## src/rtl/tt_um_hoene_led_frame_receiver.sv

```systemverilog
// rtl/tt_um_hoene_led_frame_receiver.sv - LED frame receiver: captures 24 GRB bits, forwards the rest, latches colour at frame end
module tt_um_hoene_led_frame_receiver #(
    parameter int IDLE_TIMEOUT = 64
) (
    input  logic       clk,
    input  logic       rst,
    input  logic       in_data,
    input  logic       in_clk,
    input  logic       in_error,
    output logic [7:0] red,
    output logic [7:0] green,
    output logic [7:0] blue,
    output logic       rgb_valid,
    output logic       fwd_data,
    output logic       fwd_strobe,
    output logic       frame_error,
    output logic       busy
);

    localparam int CW = $clog2(IDLE_TIMEOUT + 1);
    localparam logic [CW-1:0] CNT_LIMIT = CW'(IDLE_TIMEOUT);
    localparam logic [CW-1:0] CNT_LAST  = CW'(IDLE_TIMEOUT - 1);

    localparam logic [1:0] S_IDLE    = 2'd0;
    localparam logic [1:0] S_CAPTURE = 2'd1;
    localparam logic [1:0] S_FORWARD = 2'd2;
    localparam logic [1:0] S_DISCARD = 2'd3;

    logic [1:0]    state;
    logic [CW-1:0] idle_cnt;
    logic [23:0]   shift;
    logic [4:0]    bit_cnt;
    logic [4:0]    bit_pos;
    logic          frame_end;

    // Counter holds the number of zero cycles already seen, so this cycle is the last one.
    assign frame_end = !in_clk && (state != S_IDLE) && (idle_cnt == CNT_LAST);
    assign bit_pos   = 5'd23 - bit_cnt;
    assign busy      = (state != S_IDLE);

    always_ff @(posedge clk) begin
        if (rst) begin
            state       <= S_IDLE;
            idle_cnt    <= '0;
            shift       <= '0;
            bit_cnt     <= '0;
            red         <= '0;
            green       <= '0;
            blue        <= '0;
            rgb_valid   <= 1'b0;
            fwd_data    <= 1'b0;
            fwd_strobe  <= 1'b0;
            frame_error <= 1'b0;
        end else begin
            rgb_valid  <= 1'b0;
            fwd_strobe <= 1'b0;

            if (in_clk) begin
                idle_cnt <= '0;
            end else if (idle_cnt != CNT_LIMIT) begin
                idle_cnt <= idle_cnt + 1'b1;
            end

            case (state)
                S_IDLE: begin
                    if (in_clk) begin
                        state       <= S_CAPTURE;
                        shift       <= {in_data, 23'b0};
                        bit_cnt     <= 5'd1;
                        frame_error <= 1'b0;
                    end
                end
                S_CAPTURE: begin
                    if (frame_end) begin
                        state       <= S_IDLE;
                        frame_error <= 1'b1;
                    end else if (in_error) begin
                        state       <= S_DISCARD;
                        frame_error <= 1'b1;
                    end else if (in_clk) begin
                        // MSB-first: bit n of the frame lands at position 23-n.
                        shift[bit_pos] <= in_data;
                        bit_cnt        <= bit_cnt + 5'd1;
                        if (bit_cnt == 5'd23) begin
                            state <= S_FORWARD;
                        end
                    end
                end
                S_FORWARD: begin
                    if (frame_end) begin
                        state     <= S_IDLE;
                        green     <= shift[23:16];
                        red       <= shift[15:8];
                        blue      <= shift[7:0];
                        rgb_valid <= 1'b1;
                    end else if (in_error) begin
                        state       <= S_DISCARD;
                        frame_error <= 1'b1;
                    end else if (in_clk) begin
                        fwd_strobe <= 1'b1;
                        fwd_data   <= in_data;
                    end
                end
                S_DISCARD: begin
                    if (frame_end) begin
                        state <= S_IDLE;
                    end
                end
                default: state <= S_IDLE;
            endcase
        end
    end

endmodule

```

## config.mk

```make
export PLATFORM = sky130hd
export DESIGN_NAME = tt_um_hoene_led_frame_receiver
export DESIGN_NICKNAME = d
export VERILOG_FILES = /design/src/rtl/tt_um_hoene_led_frame_receiver.sv
export SDC_FILE = /design/constraint.sdc
export NUM_CORES = 1
export LEC_CHECK = 0
export CORE_AREA = 10 10 81 83
export CTS_BUF_LIST = sky130_fd_sc_hd__clkbuf_8
export CTS_CLUSTER_DIAMETER = 120
export DETAILED_ROUTE_END_ITERATION = 7
export DIE_AREA = 0 0 91 93
export GPL_TIMING_DRIVEN = 0
export HOLD_SLACK_MARGIN = 0.15
export PLACE_DENSITY = 0.86
export SLEW_MARGIN = 10
export SYNTH_ARGS = -nofsm -noshare
export SYNTH_HDL_FRONTEND = slang
export SYNTH_SLANG_ARGS = --single-unit
```

## constraint.sdc

```tcl
create_clock -name clk -period 3.3 [get_ports clk]
set_input_delay 0.66 -clock clk [delete_from_list [all_inputs] [get_ports clk]]
set_output_delay 0.66 -clock clk [all_outputs]
set_load 0.02 [all_outputs]
```

==> results.md, run 1 <==
- The per-instance average area after synthesis is 8.63 µm².
- The CTS tree is done.
- Buffers inserted during clock tree synthesis total 9.
- Detailed placement ended at an HPWL of 5.17 mm.
- In this run the core area contains 26 standard-cell rows.
- Counting I/O delays and the setup requirement, the final critical path takes 2.50 ns.
- Setup violations remaining at the end of the flow were counted as 0.
- The count of vias placed by the detailed router is 2761.
- The critical path class is reg2out.
- The most critical setup path has its startpoint at state[0]$_SDFFE_PP0P_.
- The mean routed wirelength per cell is 16.3 µm.
- The power per standard cell area is 577 nW/µm².
- The layout filler cell count is 400.
- After global routing the overflow that remains totals 0.
- The yosys synthesis warning count is 0.
- Static timing analysis puts the maximum clock frequency at 400 MHz.
- The number of setup buffers added after CTS is 0.
- The part of the Yosys area used for sequential elements is 43.6%.
- The final number of hold-violating endpoints was 0.
- The sink count of the clock tree is 66.
- The cell count after synthesis came out at 351.
- In this run the number of H-tree levels came out at 3.
- The number of hold buffers added after CTS was 0.
- At the worst endpoint, the arrival time is 1.84 ns.
- The post-CTS resize count is 0.
- The number of antenna violations at the first check in global routing was 0.
- Across every metal layer, demand over resource in global routing totals 18.1%.
- The area of the die is 8460 µm².
- The worst hold-check path type is reg2reg.
- For this design the static power due to leakage is 1.51 nW.
- Setup repair after global routing left no endpoint under its margin.
- The number of search-and-repair iterations in the first detailed-routing pass is 6.
- The area growth from synthesis to layout is 20.3%.
- In this run the tool buffered the top-level ports with 32 buffer cells.
- The worst register-to-register path begins at state[0]$_SDFFE_PP0P_.
- The maximum clock skew at final layout is 0.00460 ns.
- The number of vias per cell is 5.90.
- Along the worst path, the maximum fanout reaches 6.
- The antenna diode instance count is 0.
- Synthesis produced a netlist with a net count of 367.
- The clock-pin transition on the worst setup and hold timing paths is 0.07 ns.
- The remaining routing DRC violations is 0.
- The number of global-route vias before repair was 2592.
- In this run the tightest slew margin relative to its limit is 56.7%.
- At the pin with the least slew margin, the transition time is 0.649 ns.
- The kind of launch point of the worst setup path is a flop.
- Summing all multi-input logic gate instances after layout gives 1540 µm².
- The clock network latency to the later pin of the worst-skew pair is 0.35 ns.
- Across all register-to-register paths, the minimum setup slack is 1.22 ns.
- Across the run, the number of max-cap violations was 0.
- In this run, synthesis inferred 0 flip-flops with an integrated enable.
- Of all flip-flops after synthesis, the portion carrying an async set or reset was 0%.
- The core region is 5010 µm².
- STA puts the critical path data required time at 2.64 ns.
- In this run the horizontal extent of the chip is 91 µm.
- The starting utilization of the core area is 60.5%.
- The share of the clock period used by the worst path after layout is 75.8%.
- The run finished with clean final reports.
- STA classifies the critical path endpoint as an output port.
- Once layout is done, the placed cells without fillers occupy 3640 µm².
- 34 I/O pins were placed.
- The final antenna-violating net count is 0.
- The worst hold path begins at shift[2]$_SDFFE_PP0P_.
- The net count of the finished layout is 410.
- Cells with a size suffix above 1 make up 7.54% of the layout.
- Counting flops and latches in the post-synthesis netlist gives 66.
- Setup total negative slack on the finished layout was measured at 0 ns.
- The final estimated routing congestion in global placement is 0.909.
- The first global-routing pass estimated 12.5 mm of wire.
- IR analysis of the VDD net gives a maximum drop of 456 µV.
- The combined area of all synthesized cells is 3030 µm².
- The pin count of the biggest net entering global routing is 12.
- For this run, the leading register cell type out of synthesis is sky130_fd_sc_hd__dfxtp_1.
- The combined flip-flop and latch cell area is 1320 µm².
- The first routing iteration left 192 violations.
- The max-slew violation count came to 0.
- The largest buffer count on any clock path is 2.
- The root buffer selected by CTS is sky130_fd_sc_hd__clkbuf_8.
- The routed wire length is 7.62 mm.
- The height of the chip is 93 µm.
- The count of unique library cells instantiated by Yosys is 45.
- Once placement finished, the instance area stood at 3440 µm².
## where the power goes
part	total, W	internal (W)	switching [W]
combinational	0.000532	0.000177	0.000355
clock	0.000728	0.000417	0.000312
sequential	0.000843	0.000818	0.0000252
## final cells by class
class | count | area share [%]
Clock buffer | 9 | 3.40
Buffer | 26 | 3.57
Clock inverter | 6 | 2.27
Inverter | 10 | 1.03
Tap cell | 70 | 2.40
Timing Repair Buffer | 32 | 8.79
Sequential cell | 66 | 36.3
Multi-Input combinational cell | 249 | 42.3
## path summary, 6_finish.rpt
kind	end	cells after the start
min	shift[2]$_SDFFE_PP0P_	2
min reg2reg	shift[2]$_SDFFE_PP0P_	2
max reg2reg	red[4]$_SDFFE_PP0P_	8
max	busy	4
## registers in the layout (all words and copies together) (netlist names)
signal	flops
fwd_data	1
fwd_strobe	1
frame_error	1
idle_cnt	7
rgb_valid	1
blue	8
shift	24
bit_cnt	5
state	2
red	8
green	8
## routing by layer
metal  share of wire [%]  up-vias  wire length [µm]  global-route usage [%]
met5                   0        -                 0                       0
met4                 3.4        0               260                    10.7
met3                 7.1       36               537                    5.12
met2                  48      117              3650                    29.5
met1                  42     1290              3170                    20.9
li1                    -     1318                 -                       -
## through the flow
step                std cells  util [%]  setup slack (ns)  total power, W  hold WS (ns)
floorplan                 351         -              1.57         0.00122         0.449
global placement          453      68.6             0.980         0.00135         0.463
detailed placement        453      68.6             0.901         0.00136         0.472
CTS                       468      72.8             0.804         0.00209         0.481
global route              468      72.8             0.736         0.00220         0.502
finish                    468      72.8             0.798         0.00210         0.478
## synth_stat cells (6+ instances only)
| cell type | n | area share, % |
|---|---|---|
| sky130_fd_sc_hd__o21ai_0 | 7 | 1.2 |
| sky130_fd_sc_hd__buf_2 | 8 | 1.3 |
| sky130_fd_sc_hd__clkbuf_1 | 14 | 1.7 |
| sky130_fd_sc_hd__dfxtp_1 | 66 | 44 |
| sky130_fd_sc_hd__nor3_1 | 6 | 0.99 |
| sky130_fd_sc_hd__inv_1 | 10 | 1.2 |
| sky130_fd_sc_hd__a21oi_1 | 50 | 8.3 |
| sky130_fd_sc_hd__a31oi_1 | 6 | 1.2 |
| sky130_fd_sc_hd__mux2i_1 | 26 | 8.6 |
| sky130_fd_sc_hd__nand3_1 | 23 | 3.8 |
| sky130_fd_sc_hd__o21ai_1 | 17 | 2.8 |
| sky130_fd_sc_hd__nand2_1 | 16 | 2.0 |
| sky130_fd_sc_hd__nor2b_1 | 9 | 1.9 |
| sky130_fd_sc_hd__ha_1 | 11 | 4.5 |
| sky130_fd_sc_hd__nor2_1 | 41 | 5.1 |
## placed cells by master (no fill, tap or decap), types with 2 or more instances in the layout
| cell type | instances |
|---|---|
| sky130_fd_sc_hd__dfxtp_1 | 66 |
| sky130_fd_sc_hd__a21oi_1 | 50 |
| sky130_fd_sc_hd__nor2_1 | 41 |
| sky130_fd_sc_hd__clkdlybuf4s50_1 | 32 |
| sky130_fd_sc_hd__mux2i_1 | 26 |
| sky130_fd_sc_hd__nand3_1 | 23 |
| sky130_fd_sc_hd__o21ai_1 | 17 |
| sky130_fd_sc_hd__nand2_1 | 16 |
| sky130_fd_sc_hd__clkbuf_1 | 14 |
| sky130_fd_sc_hd__ha_1 | 11 |
| sky130_fd_sc_hd__inv_1 | 10 |
| sky130_fd_sc_hd__nor2b_1 | 9 |
| sky130_fd_sc_hd__clkbuf_8 | 9 |
| sky130_fd_sc_hd__buf_2 | 8 |
| sky130_fd_sc_hd__o21ai_0 | 7 |
| sky130_fd_sc_hd__nor3_1 | 6 |
| sky130_fd_sc_hd__a31oi_1 | 6 |
| sky130_fd_sc_hd__buf_6 | 3 |
| sky130_fd_sc_hd__xor2_1 | 3 |
| sky130_fd_sc_hd__xnor2_1 | 3 |
| sky130_fd_sc_hd__clkinv_2 | 3 |
| sky130_fd_sc_hd__and2_1 | 2 |
| sky130_fd_sc_hd__and4_1 | 2 |
| sky130_fd_sc_hd__and4b_1 | 2 |
| sky130_fd_sc_hd__o21a_1 | 2 |
| sky130_fd_sc_hd__and3b_1 | 2 |
| sky130_fd_sc_hd__bufinv_16 | 2 |
## worst max-delay path: stages (launching register included)
cell                              delay, ns
sky130_fd_sc_hd__dfxtp_1               0.44
sky130_fd_sc_hd__inv_1                 0.09
sky130_fd_sc_hd__ha_1                  0.29
sky130_fd_sc_hd__inv_1                 0.08
sky130_fd_sc_hd__clkdlybuf4s50_1       0.60
## logic make-up (layout without fill, tap and decap cells)
| logic type | count (synthesis) | after routing | synth area share, % |
|---|---|---|---|
| AO/OA/AOI/OAI | 92 | 92 | 17.1 |
| adder cells (fa/ha/maj) | 11 | 11 | 4.54 |
| XOR/XNOR | 6 | 6 | 1.73 |
| buffers and inverters | 36 | 83 | 5.53 |
| flip-flops | 66 | 66 | 43.6 |
| multiplexers | 26 | 26 | 8.59 |
| AND/OR/NAND/NOR | 114 | 114 | 19.0 |
No activity file was read; power rests on OpenSTA's default activity.
==> run 2, diff against run 1 <==
Settings changed: CORE_AREA 10 10 81 83 to 10 10 84 86, DIE_AREA 0 0 91 93 to 0 0 94 96, PLACE_DENSITY 0.86 to 0.8.
Clock period 3.3 ns to 2.6 ns, I/O delays scaled along.
==> results.md, run 2 (same netlist as run 1, synthesis figures left out) <==
- Once detail routing completed, the nets flagged for antenna violations numbered 0.
- The count of boundary I/O pins is 34.
- The count of standard-cell rows is 27.
- The number of global-route vias before repair came to 2546.
- The starting utilization of the core area is 56.1%.
- The initial DRC count is 172.
- The post-cts hold buffer count is 0.
- Global routing consumed, over all layers together, 16.2% of the routing resources.
- Ranked by flip-flop count, first place goes to shift.
- The die extent in x is 94 µm.
- The number of H-tree levels is 3.
- The tree is rooted in a sky130_fd_sc_hd__clkbuf_8.
- The signal on the critical path passes through inv_1 -> ha_1 -> inv_1 -> clkdlybuf4s50_1.
- The slew at the pin with the worst max-slew slack is 0.550 ns.
- The wire-length estimate of the detail-placed layout is 5.00 mm.
- The number of antenna violations at the first check in global routing is 0.
- The post-CTS resize count is 0.
- The total of endpoints with negative setup slack in the final report is 0.
- Counting the buffers created by CTS gives 9.
- Detailed routing inserted a total of 2603 vias.
- The maximum clock skew at final layout is 0.00573 ns.
- Final hold analysis gives a worst-case slack of 0.483 ns.
- The final number of hold-violating endpoints came to 0.
- Setup total negative slack on the finished layout was measured at 0 ns.
- The repair_antennas step left the layout with diodes totalling 0.
- The final estimated routing congestion in global placement is 0.898.
- The power per standard cell area is 701 nW/µm².
- In this run the vertical extent of the chip is 96 µm.
- The clock-pin transition on the worst setup and hold timing paths is 0.07 ns.
- The flow ran to the end, and the final reports show no timing, DRC or antenna violations.
- The timing-limited maximum frequency is 434 MHz.
- TritonCTS built the clock tree.
- The worst stage delay on the critical path is 0.60 ns.
- The share of cells above drive strength 1 is 7.04%.
- The highest ir drop seen on vdd is 463 µV.
- The switching power of the nets is 0.000827 W.
- Before antenna repair, the detailed router went through 4 iterations.
- On the critical path, the stage with the largest delay is an instance of sky130_fd_sc_hd__clkdlybuf4s50_1.
- The routed design has 6.87 mm of wire.
- The most numerous cell type found on the critical path is sky130_fd_sc_hd__inv_1.
- The clock network latency to the later pin of the worst-skew pair is 0.35 ns.
- Leaving out fill and tap cells, the most frequent cells in the layout are sky130_fd_sc_hd__dfxtp_1, sky130_fd_sc_hd__a21oi_1, sky130_fd_sc_hd__nor2_1.
- STA classifies the critical path endpoint as an output port.
- Setup repair after global routing left no endpoint under its margin.
- The max-cap check violation count is 0.
- The most common cell after layout, fill and taps aside is sky130_fd_sc_hd__dfxtp_1.
- The max-slew violation count came to 0.
- The largest buffer count on any clock path is 2.
- In this run the tool buffered the top-level ports with 32 buffer cells.
- The net count of the finished layout is 410.
- The clock network accounts for 32.5% of the total power.
- The area of the die is 9020 µm².
- Post-CTS timing repair inserted 0 buffers for setup.
- The remaining routing DRC violations is 0.
- The critical path is of the reg2out type.
- The share of the clock period used by the worst path after layout is 88.6%.
- In the final routed layout, each cell accounts on average for 14.6 µm.
- In this run the tightest slew margin relative to its limit is 63.4%.
- The top fanout value on the critical path is 6.
- Subtracting the final worst setup slack from the clock period gives 2.30 ns.
- Among cell families on the critical path, the largest total delay comes from buffers and inverters.
- Data arrives at the worst endpoint at 1.78 ns.
- The required arrival time at the worst endpoint is 2.08 ns.
- The combined buffer and inverter count along the critical path is 3.
- The standby leakage power is 1.51 nW.
- The internal power of the cells is 0.00172 W.
- The sink count of the clock tree is 66.
- The area growth from synthesis to layout is 19.7%.
- The pin count of the biggest net entering global routing is 11.
- The worst hold-check path type is reg2reg.
- The part of the total power dissipated in combinational logic is 25.5%.
- In this run switching power makes up 32.5% of total power.
- The global route total overflow is 0.
- The placeable core region is 5410 µm².
- The first global-routing pass estimated 11.8 mm of wire.
- Dividing the detail-routed via count by the number of cells gives 5.54.
- STA classifies the critical path startpoint as a flop.
- The proportion of power drawn by flip-flops and latches is 42.0%.
- The register with the most flip-flops in the layout has 24 of them.
## run 2: power by group through the flow
stage | Sequential, W | Clock (W) | Combinational [W]
3_3_place_gp | 0.00109 | 0 | 0.000624
6_report | 0.00107 | 0.000827 | 0.000649
5_1_grt | 0.00107 | 0.000875 | 0.000724
4_1_cts | 0.00107 | 0.000832 | 0.000645
3_5_place_dp | 0.00109 | 0 | 0.000643
2_1_floorplan | 0.00109 | 0 | 0.000464
## run 2: per-stage QoR
step / setup WS (ns) / power (W) / cell area [µm²] / instances / utilization [%]
4_1_cts: 0.276 / 0.00254 / 3630 / 470 / 67.1
6_report: 0.295 / 0.00254 / 3630 / 470 / 67.1
3_3_place_gp: 0.416 / 0.00171 / 3440 / 455 / 63.7
3_5_place_dp: 0.371 / 0.00173 / 3440 / 455 / 63.7
5_1_grt: 0.205 / 0.00267 / 3630 / 470 / 67.1
2_1_floorplan: 0.871 / 0.00155 / 3030 / 351 / -
## run 2: final timing paths
| kind | startpoint | to | slack, ns | cells after the start |
|---|---|---|---|---|
| hold reg to reg | shift[2]$_SDFFE_PP0P_ | shift[2]$_SDFFE_PP0P_ | 0.48 | 2 |
| setup / recovery | state[0]$_SDFFE_PP0P_ | busy | 0.30 | 4 |
| hold / removal | shift[2]$_SDFFE_PP0P_ | shift[2]$_SDFFE_PP0P_ | 0.48 | 2 |
| setup reg to reg | state[0]$_SDFFE_PP0P_ | green[0]$_SDFFE_PP0P_ | 0.64 | 8 |
## run 2: layout make-up
cell class / count / area, µm²
inverter: 10 / 37.5
clock buffer: 10 / 138
sequential: 66 / 1320
tap: 72 / 90.1
multi-input combinational: 249 / 1540
fill: 460 / 1780
timing repair buffer: 32 / 320
clock inverter: 5 / 47.5
buffer: 26 / 130
## run 2: worst min-delay path, cell delays in order (launching register included)
cell and delay, ns:
sky130_fd_sc_hd__dfxtp_1 0.31, sky130_fd_sc_hd__o21ai_1 0.07, sky130_fd_sc_hd__a21oi_1 0.06
## run 2: layer usage
metal,wire (µm),GRT usage (%),vias up
met3,509,5.37,9
li1,-,-,1306
met5,0,0,-
met1,2970,18.9,1215
met4,105,6.08,0
met2,3290,27.1,73
